==> config.mk <==
export PLATFORM = sky130hd
export DESIGN_NAME = up_down_scheduler
export DESIGN_NICKNAME = d
export VERILOG_FILES = /design/src/rtl/up_down_scheduler.sv
export SDC_FILE = /design/constraint.sdc
export NUM_CORES = 1
export LEC_CHECK = 0
export BUFFER_PORTS_ARGS = -buffer_cell sky130_fd_sc_hd__buf_2
export CORE_MARGIN = 4
export CORE_UTILIZATION = 45
export CTS_CLUSTER_DIAMETER = 100
export CTS_CLUSTER_SIZE = 30
export DETAILED_ROUTE_END_ITERATION = 7
export PLACE_DENSITY = 0.73
export SLEW_MARGIN = 10
export SYNTH_ARGS = -nofsm -noshare
export SYNTH_HDL_FRONTEND = slang
export SYNTH_SLANG_ARGS = --single-unit
==> constraint.sdc <==
create_clock -name clk -period 1.9 [get_ports clk]
set_clock_uncertainty 0.2 [all_clocks]
set_input_delay 0.38 -clock clk [delete_from_list [all_inputs] [get_ports clk]]
set_output_delay 0.38 -clock clk [all_outputs]
set_load 0.02 [all_outputs]
==> src/rtl/up_down_scheduler.sv <==
// Round-robin owner of a shared up/down counter: two requesters each ask for a run of N
// single steps in a chosen direction; the granted run always completes before re-arbitration.
module up_down_scheduler #(
   parameter int unsigned WIDTH = 4
) (
   input  logic             clk,
   input  logic             reset,
   input  logic [1:0]       req,
   input  logic [1:0]       dir_req,
   input  logic [WIDTH-1:0] steps0,
   input  logic [WIDTH-1:0] steps1,
   output logic [1:0]       grant,
   output logic             busy,
   output logic             done,
   output logic             up_down_sw,
   output logic             cnt_en,
   output logic [WIDTH-1:0] count
);

   typedef enum logic [1:0] {
      StIdle,
      StLoad,
      StRun,
      StDone
   } state_e;

   state_e           state_q, state_d;
   logic [1:0]       grant_q, grant_d;
   logic             dir_q, dir_d;
   logic [WIDTH-1:0] remain_q, remain_d;
   logic [WIDTH-1:0] count_q, count_d;
   logic             last_q, last_d;
   logic             win;

   // On a tie the requester that was not served last wins.
   assign win = (req == 2'b11) ? ~last_q : req[1];

   always_comb begin
      state_d  = state_q;
      grant_d  = grant_q;
      dir_d    = dir_q;
      remain_d = remain_q;
      count_d  = count_q;
      last_d   = last_q;
      unique case (state_q)
         StIdle: begin
            if (|req) begin
               state_d  = StLoad;
               grant_d  = win ? 2'b10 : 2'b01;
               dir_d    = dir_req[win];
               remain_d = win ? steps1 : steps0;
               last_d   = win;
            end
         end
         StLoad: begin
            state_d = (remain_q == '0) ? StDone : StRun;
         end
         StRun: begin
            count_d  = dir_q ? count_q + 1'b1 : count_q - 1'b1;
            remain_d = remain_q - 1'b1;
            if (remain_q == WIDTH'(1)) begin
               state_d = StDone;
            end
         end
         StDone: begin
            grant_d = 2'b00;
            state_d = StIdle;
         end
         default: begin
            state_d = StIdle;
            grant_d = 2'b00;
         end
      endcase
   end

   always_ff @(posedge clk) begin
      if (!reset) begin
         state_q  <= StIdle;
         grant_q  <= 2'b00;
         dir_q    <= 1'b0;
         remain_q <= '0;
         count_q  <= '0;
         last_q   <= 1'b1;
      end else begin
         state_q  <= state_d;
         grant_q  <= grant_d;
         dir_q    <= dir_d;
         remain_q <= remain_d;
         count_q  <= count_d;
         last_q   <= last_d;
      end
   end

   assign grant      = grant_q;
   assign busy       = |grant_q;
   assign done       = (state_q == StDone);
   assign cnt_en     = (state_q == StRun);
   assign up_down_sw = dir_q;
   assign count      = count_q;

endmodule

==> impl_metrics.ini, run 1 <==
[floorplan]
rows = 16
die-area_mm2 = 0.00282
io_pins = 24
die_y_um = 53.1
core-area_mm2 = 0.00194
die_w_um = 53.1
start_util = 0.472

[clock_tree]
clockRootBuffer = clkbuf_4
cts-hold-fix-buffers = 0
cts_buffer_depth = 2
insertion_delay_ns = 0.28
cts.clk_slew.worst_paths_ns = 0.09
htreeDepth = 1
cts_tree = yes
post_cts_resized = 0
cts_buffers = 3
post_cts_buffers = 0
cts_sinks = 14

[job]
cap_violations = 0

[place]
dp_slack_ns = 0.0471
routabilityCongestion = 0.823
hpwl_mm = 1.58
buffer_ports.inserted = 23
placed_area_mm2 = 0.00110

[power]
comb_power_share = 0.564
ir_drop_uv = 801
power_leakage_nw = 0.526
power.density_mw_per_mm2 = 1460
p_int_mw = 0.963
power.share.sequential = 0.309
p_switching_mw = 0.718
switching_share = 0.427
p_clk_frac = 0.128

[global_route]
grt_pass1_wl_mm = 3.24
grtUsageTotal = 0.155
grt_max_degree = 13
grt-ovfl-total = 0
antenna_found_initial = 0
grt_pass1_vias = 808

[critical_path]
crit_required_ns = 1.89
crit_slowest_cell = or3b_1
path_class = reg2reg
reg2reg_from = remain_q[1]
crit_chain = inv_1 > ha_1 > or3b_1 > a21oi_2 > o21ai_1 > a221oi_1
cp_max_fo = 4
rr_endpoint = state_q[0]
cp_slowest_stage_delay_ns = 0.36
endpoint_kind = flip-flop
r2r_cells = 6
r2r_slack_ns = 0.06
arrival_ns = 1.83
crit_path_start_kind = flip-flop

[finish]
area.sequential_um2 = 282
final_common_cell = buf_2
fillerInstances = 190
syn2layout_area_growth_pct = 25.3
antenna_cells = 0
final_nets = 158
layout_common_cells = buf_2 (23), dfxtp_1 (13), nor2_1 (9), ha_1 (8)
drive_gt1_frac = 0.341
multi_input_area_um2 = 606
stdcell_area_mm2 = 0.00115

[hold_path]
min_path_type = in2reg
hold_path_depth = 2
hp-start = reset
whs_endpoint = last_q

[drt]
via_count = 855
drt-total-wl_mm = 1.97
antenna_left = 0
drc = 0
post_drt_wl_per_cell_um = 12.4
drt_iter0_drc = 12
firstDrtPassIters = 4
via_per_inst = 5.38

[timing]
finalHoldViolCount = 0
clock.fmax_mhz = 543
slew_headroom = 0.729
rsz0062_at_grt = no
tightestPinTransition_ns = 0.407
finalCritPeriodShare = 0.969
drv_slew = 0
fin_crit_ns = 1.84
setup_tns_ns = 0
setup_viol = 0
setup_slack_ns = 0.0585

[logic_synthesis]
async_flop_share = 0
synth_enable_flop_cells = 0
ys_ff_latch = 14
syn_area_per_cell_um2 = 9.07
syn_area_um2 = 916
synth-warning-count = 0
yosysSeqAreaShare = 0.306
synth.net_count = 126
yosysUniqueCellTypes = 40
synthCells = 101
synth_flop_cell = dfxtp_1

[run_status]
outcome = complete, no violations
[worst max path at each step]
stage	to	start	cells after the start
global placement	count[3]	up_down_sw	6
global route	state_q[0]	remain_q[1]	6
CTS	cnt_en	state_q[0]	3
floorplan	count[3]	up_down_sw	6
detailed placement	count[3]	up_down_sw	6
finish	state_q[0]	remain_q[1]	6
[kinds of logic after synthesis]
family,Yosys count,synth area share
AO/OA/AOI/OAI,26,0.208
adder cells (fa/ha/maj),11,0.158
flip-flops,14,0.306
AND/OR/NAND/NOR,31,0.180
buffers and inverters,9,0.0382
multiplexers,8,0.0902
XOR/XNOR,2,0.0191
[state kept, by name (all words and copies together) (netlist names)]
signal	count
state_q	2
up_down_sw	1
last_q	1
remain_q	4
grant	2
count	4
[routing by layer]
metal / vias to the layer above / global-route usage / wire, um
li1: 432 / - / -
met1: 393 / 0.170 / 796
met2: 28 / 0.283 / 1010
met3: 2 / 0.0592 / 144
met4: 0 / 0.0298 / 12
met5: - / 0 / 0
[critical path: cells and delay by family (launching register included)]
kind | cells | cell delay, ns
buffers and inverters | 1 | 0.11
adders and majority gates | 1 | 0.14
DFF | 1 | 0.34
AOI/OAI and AO/OA | 3 | 0.60
and+or+nand+nor | 1 | 0.36
[per-stage QoR]
stage	utilization	instances	hold slack [ns]	power, mW
floorplan	-	101	0.256	1.18
global route	0.591	159	0.147	1.83
CTS	0.588	159	0.128	1.68
global placement	0.569	155	0.249	1.43
detailed placement	0.569	155	0.262	1.46
finish	0.591	159	0.138	1.68
[cell usage after synthesis, types with 2 or more instances]
cell / n / area share
nor2_1: 9 / 0.037
clkbuf_1: 2 / 0.0082
or3b_1: 2 / 0.019
mux2_2: 2 / 0.025
xnor2_1: 2 / 0.019
inv_1: 6 / 0.025
a211oi_1: 3 / 0.025
o21ai_0: 5 / 0.027
or3_1: 2 / 0.014
nor2b_1: 2 / 0.014
dfxtp_1: 14 / 0.31
a21oi_1: 3 / 0.016
ha_1: 10 / 0.14
nand2_1: 7 / 0.029
a31oi_1: 2 / 0.014
mux2i_1: 6 / 0.066
[area by class of cell]
class	instances	area share
inverter	6	0.0196
clock buffer	4	0.0316
sequential	14	0.245
timing repair buffer	30	0.146
tap	27	0.0294
multi-input combinational	78	0.528
[power groups by stage]
stage          sequential, mW  clock, mW  combinational [mW]
2_1_floorplan           0.572          0               0.608
5_1_grt                 0.532      0.239                1.05
3_3_place_gp            0.510          0               0.921
3_5_place_dp            0.517          0               0.940
4_1_cts                 0.512      0.219               0.946
6_report                0.518      0.214               0.947
Note: power is estimated with default switching activity, not from simulation.
==> run 2, diff against run 1 <==
--- a/config.mk
+++ b/config.mk
@@ -6,12 +6,14 @@
 export NUM_CORES = 1
 export LEC_CHECK = 0
 export BUFFER_PORTS_ARGS = -buffer_cell sky130_fd_sc_hd__buf_2
+export CELL_PAD_IN_SITES_DETAIL_PLACEMENT = 0
+export CELL_PAD_IN_SITES_GLOBAL_PLACEMENT = 1
 export CORE_MARGIN = 4
-export CORE_UTILIZATION = 45
+export CORE_UTILIZATION = 38
 export CTS_CLUSTER_DIAMETER = 100
 export CTS_CLUSTER_SIZE = 30
 export DETAILED_ROUTE_END_ITERATION = 7
-export PLACE_DENSITY = 0.73
+export PLACE_DENSITY = 0.8
 export SLEW_MARGIN = 10
 export SYNTH_ARGS = -nofsm -noshare
 export SYNTH_HDL_FRONTEND = slang
==> run 2 against run 1 <==
Critical path depth fell by 3; setup slack improved by 0.062 ns; sequential cell count did not move; critical endpoint is now cnt_en; largest power group unchanged; largest cell class unchanged.
==> impl_metrics.ini, run 2 (same netlist as run 1, synthesis figures left out) <==
[power]
power.density_mw_per_mm2 = 1480
comb_power_share = 0.564
p_int_mw = 0.973
ir_drop_uv = 635
power_leakage_nw = 0.526
power.total_mw = 1.71
switching_share = 0.431
power.share.sequential = 0.305
p_clk_frac = 0.132
p_switching_mw = 0.736

[critical_path]
endpoint_kind = output pin
cp_slowest_stage_delay_ns = 0.35
reg2reg_from = up_down_sw
arrival_ns = 1.20
r2r_cells = 6
crit_slowest_cell = dfxtp_2
r2r_slack_ns = 0.13
cp_max_fo = 6
crit_chain = inv_2 > ha_2 > buf_2
crit_path_start_kind = flip-flop
path_class = reg2out
crit_required_ns = 1.32
rr_endpoint = count[3]

[drt]
firstDrtPassIters = 4
drt-total-wl_mm = 2.04
drc = 0
drt_iter0_drc = 17
post_drt_wl_per_cell_um = 12.7
via_per_inst = 5.17
antenna_left = 0
via_count = 827

[clock_tree]
cts_sinks = 14
cts_buffers = 3
insertion_delay_ns = 0.29
htreeDepth = 1
clockRootBuffer = clkbuf_4
cts.clk_slew.worst_paths_ns = 0.10
cts_tree = yes
cts_buffer_depth = 2
cts-hold-fix-buffers = 0

[hold_path]
hold_path_depth = 2
whs_endpoint = last_q
hp-start = reset
min_path_type = in2reg

[global_route]
grt_pass1_vias = 794
grt_max_degree = 15
antenna_found_initial = 0
grt-ovfl-total = 0
grt_pass1_wl_mm = 3.55
grtUsageTotal = 0.137

[timing]
clock.fmax_mhz = 562
tightestPinTransition_ns = 0.442
fin_crit_ns = 1.78
finalCritPeriodShare = 0.937
slew_headroom = 0.705
setup_slack_ns = 0.120
setup_viol = 0
drv_slew = 0
finalHoldViolCount = 0

[finish]
final_common_cell = buf_2
antenna_cells = 0
final_nets = 158
layout_common_cells = buf_2 (23), dfxtp_1 (13), nor2_1 (9), ha_1 (8)
syn2layout_area_growth_pct = 26.1
drive_gt1_frac = 0.356
final_util = 0.512

[job]
cap_violations = 0

[place]
hpwl_mm = 1.56
dp_slack_ns = 0.0368
routabilityCongestion = 0.800
buffer_ports.inserted = 23

[floorplan]
core-area_mm2 = 0.00225
die_w_um = 57.1
start_util = 0.406
io_pins = 24
die_y_um = 57.1
die-area_mm2 = 0.00326
rows = 17

[run_status]
outcome = complete, no violations
## run 2: cell counts in the layout (fill, tap and decap cells not counted)
No cell type changed its count.
## run 2: power by group through the flow
stage | clock network [mW] | registers, mW | logic, mW
final | 0.225 | 0.520 | 0.963
after global routing | 0.246 | 0.542 | 1.11
after CTS | 0.232 | 0.516 | 0.944
after detailed placement | 0 | 0.519 | 0.936
after global placement | 0 | 0.512 | 0.920
after floorplan | 0 | 0.572 | 0.608
## run 2: final cells by class
| class | count | area (um2) |
|---|---|---|
| Tap cell | 28 | 35.0 |
| Inverter | 6 | 22.5 |
| Multi-Input combinational cell | 78 | 612 |
| Clock buffer | 4 | 36.3 |
| Sequential cell | 14 | 282 |
| Fill cell | 235 | 1100 |
| Timing Repair Buffer | 30 | 168 |
## run 2: per-layer routing
| metal | global-route usage | wire length, um |
|---|---|---|
| met5 | 0 | 0 |
| met1 | 0.172 | 930 |
| met3 | 0.0430 | 106 |
| met2 | 0.230 | 983 |
| met4 | 0.0298 | 14 |
## run 2: timing repair
item	CTS	global route
pin swaps	0	1
gates resized for setup	2	5
setup buffers	0	1
endpoints found under the setup margin	2	8
## run 2: worst max path at each step
stage / from / cells after the start / to / slack [ns]
finish: state_q[0] / 3 / cnt_en / 0.12
global route: state_q[0] / 6 / remain_q[2] / -0.002
CTS: state_q[0] / 7 / state_q[0] / 0.03
detailed placement: state_q[0] / 7 / state_q[0] / 0.04
global placement: state_q[0] / 7 / state_q[0] / 0.09
floorplan: up_down_sw / 6 / count[3] / 0.02
## run 2: stage by stage
step / setup TNS, ns / area [um2] / std cells / hold slack (ns)
finish: 0 / 1150 / 160 / 0.114
CTS: 0 / 1140 / 159 / 0.108
global placement: 0 / 1100 / 155 / 0.260
global route: -0.00250 / 1150 / 160 / 0.131
floorplan: 0 / 916 / 101 / 0.256
detailed placement: 0 / 1100 / 155 / 0.269
## run 2: critical path: cells and delay by family, from the launching register on
kind,cells,cell delay [ns]
DFF,1,0.35
buffers and inverters,2,0.29
adders and majority gates,1,0.27
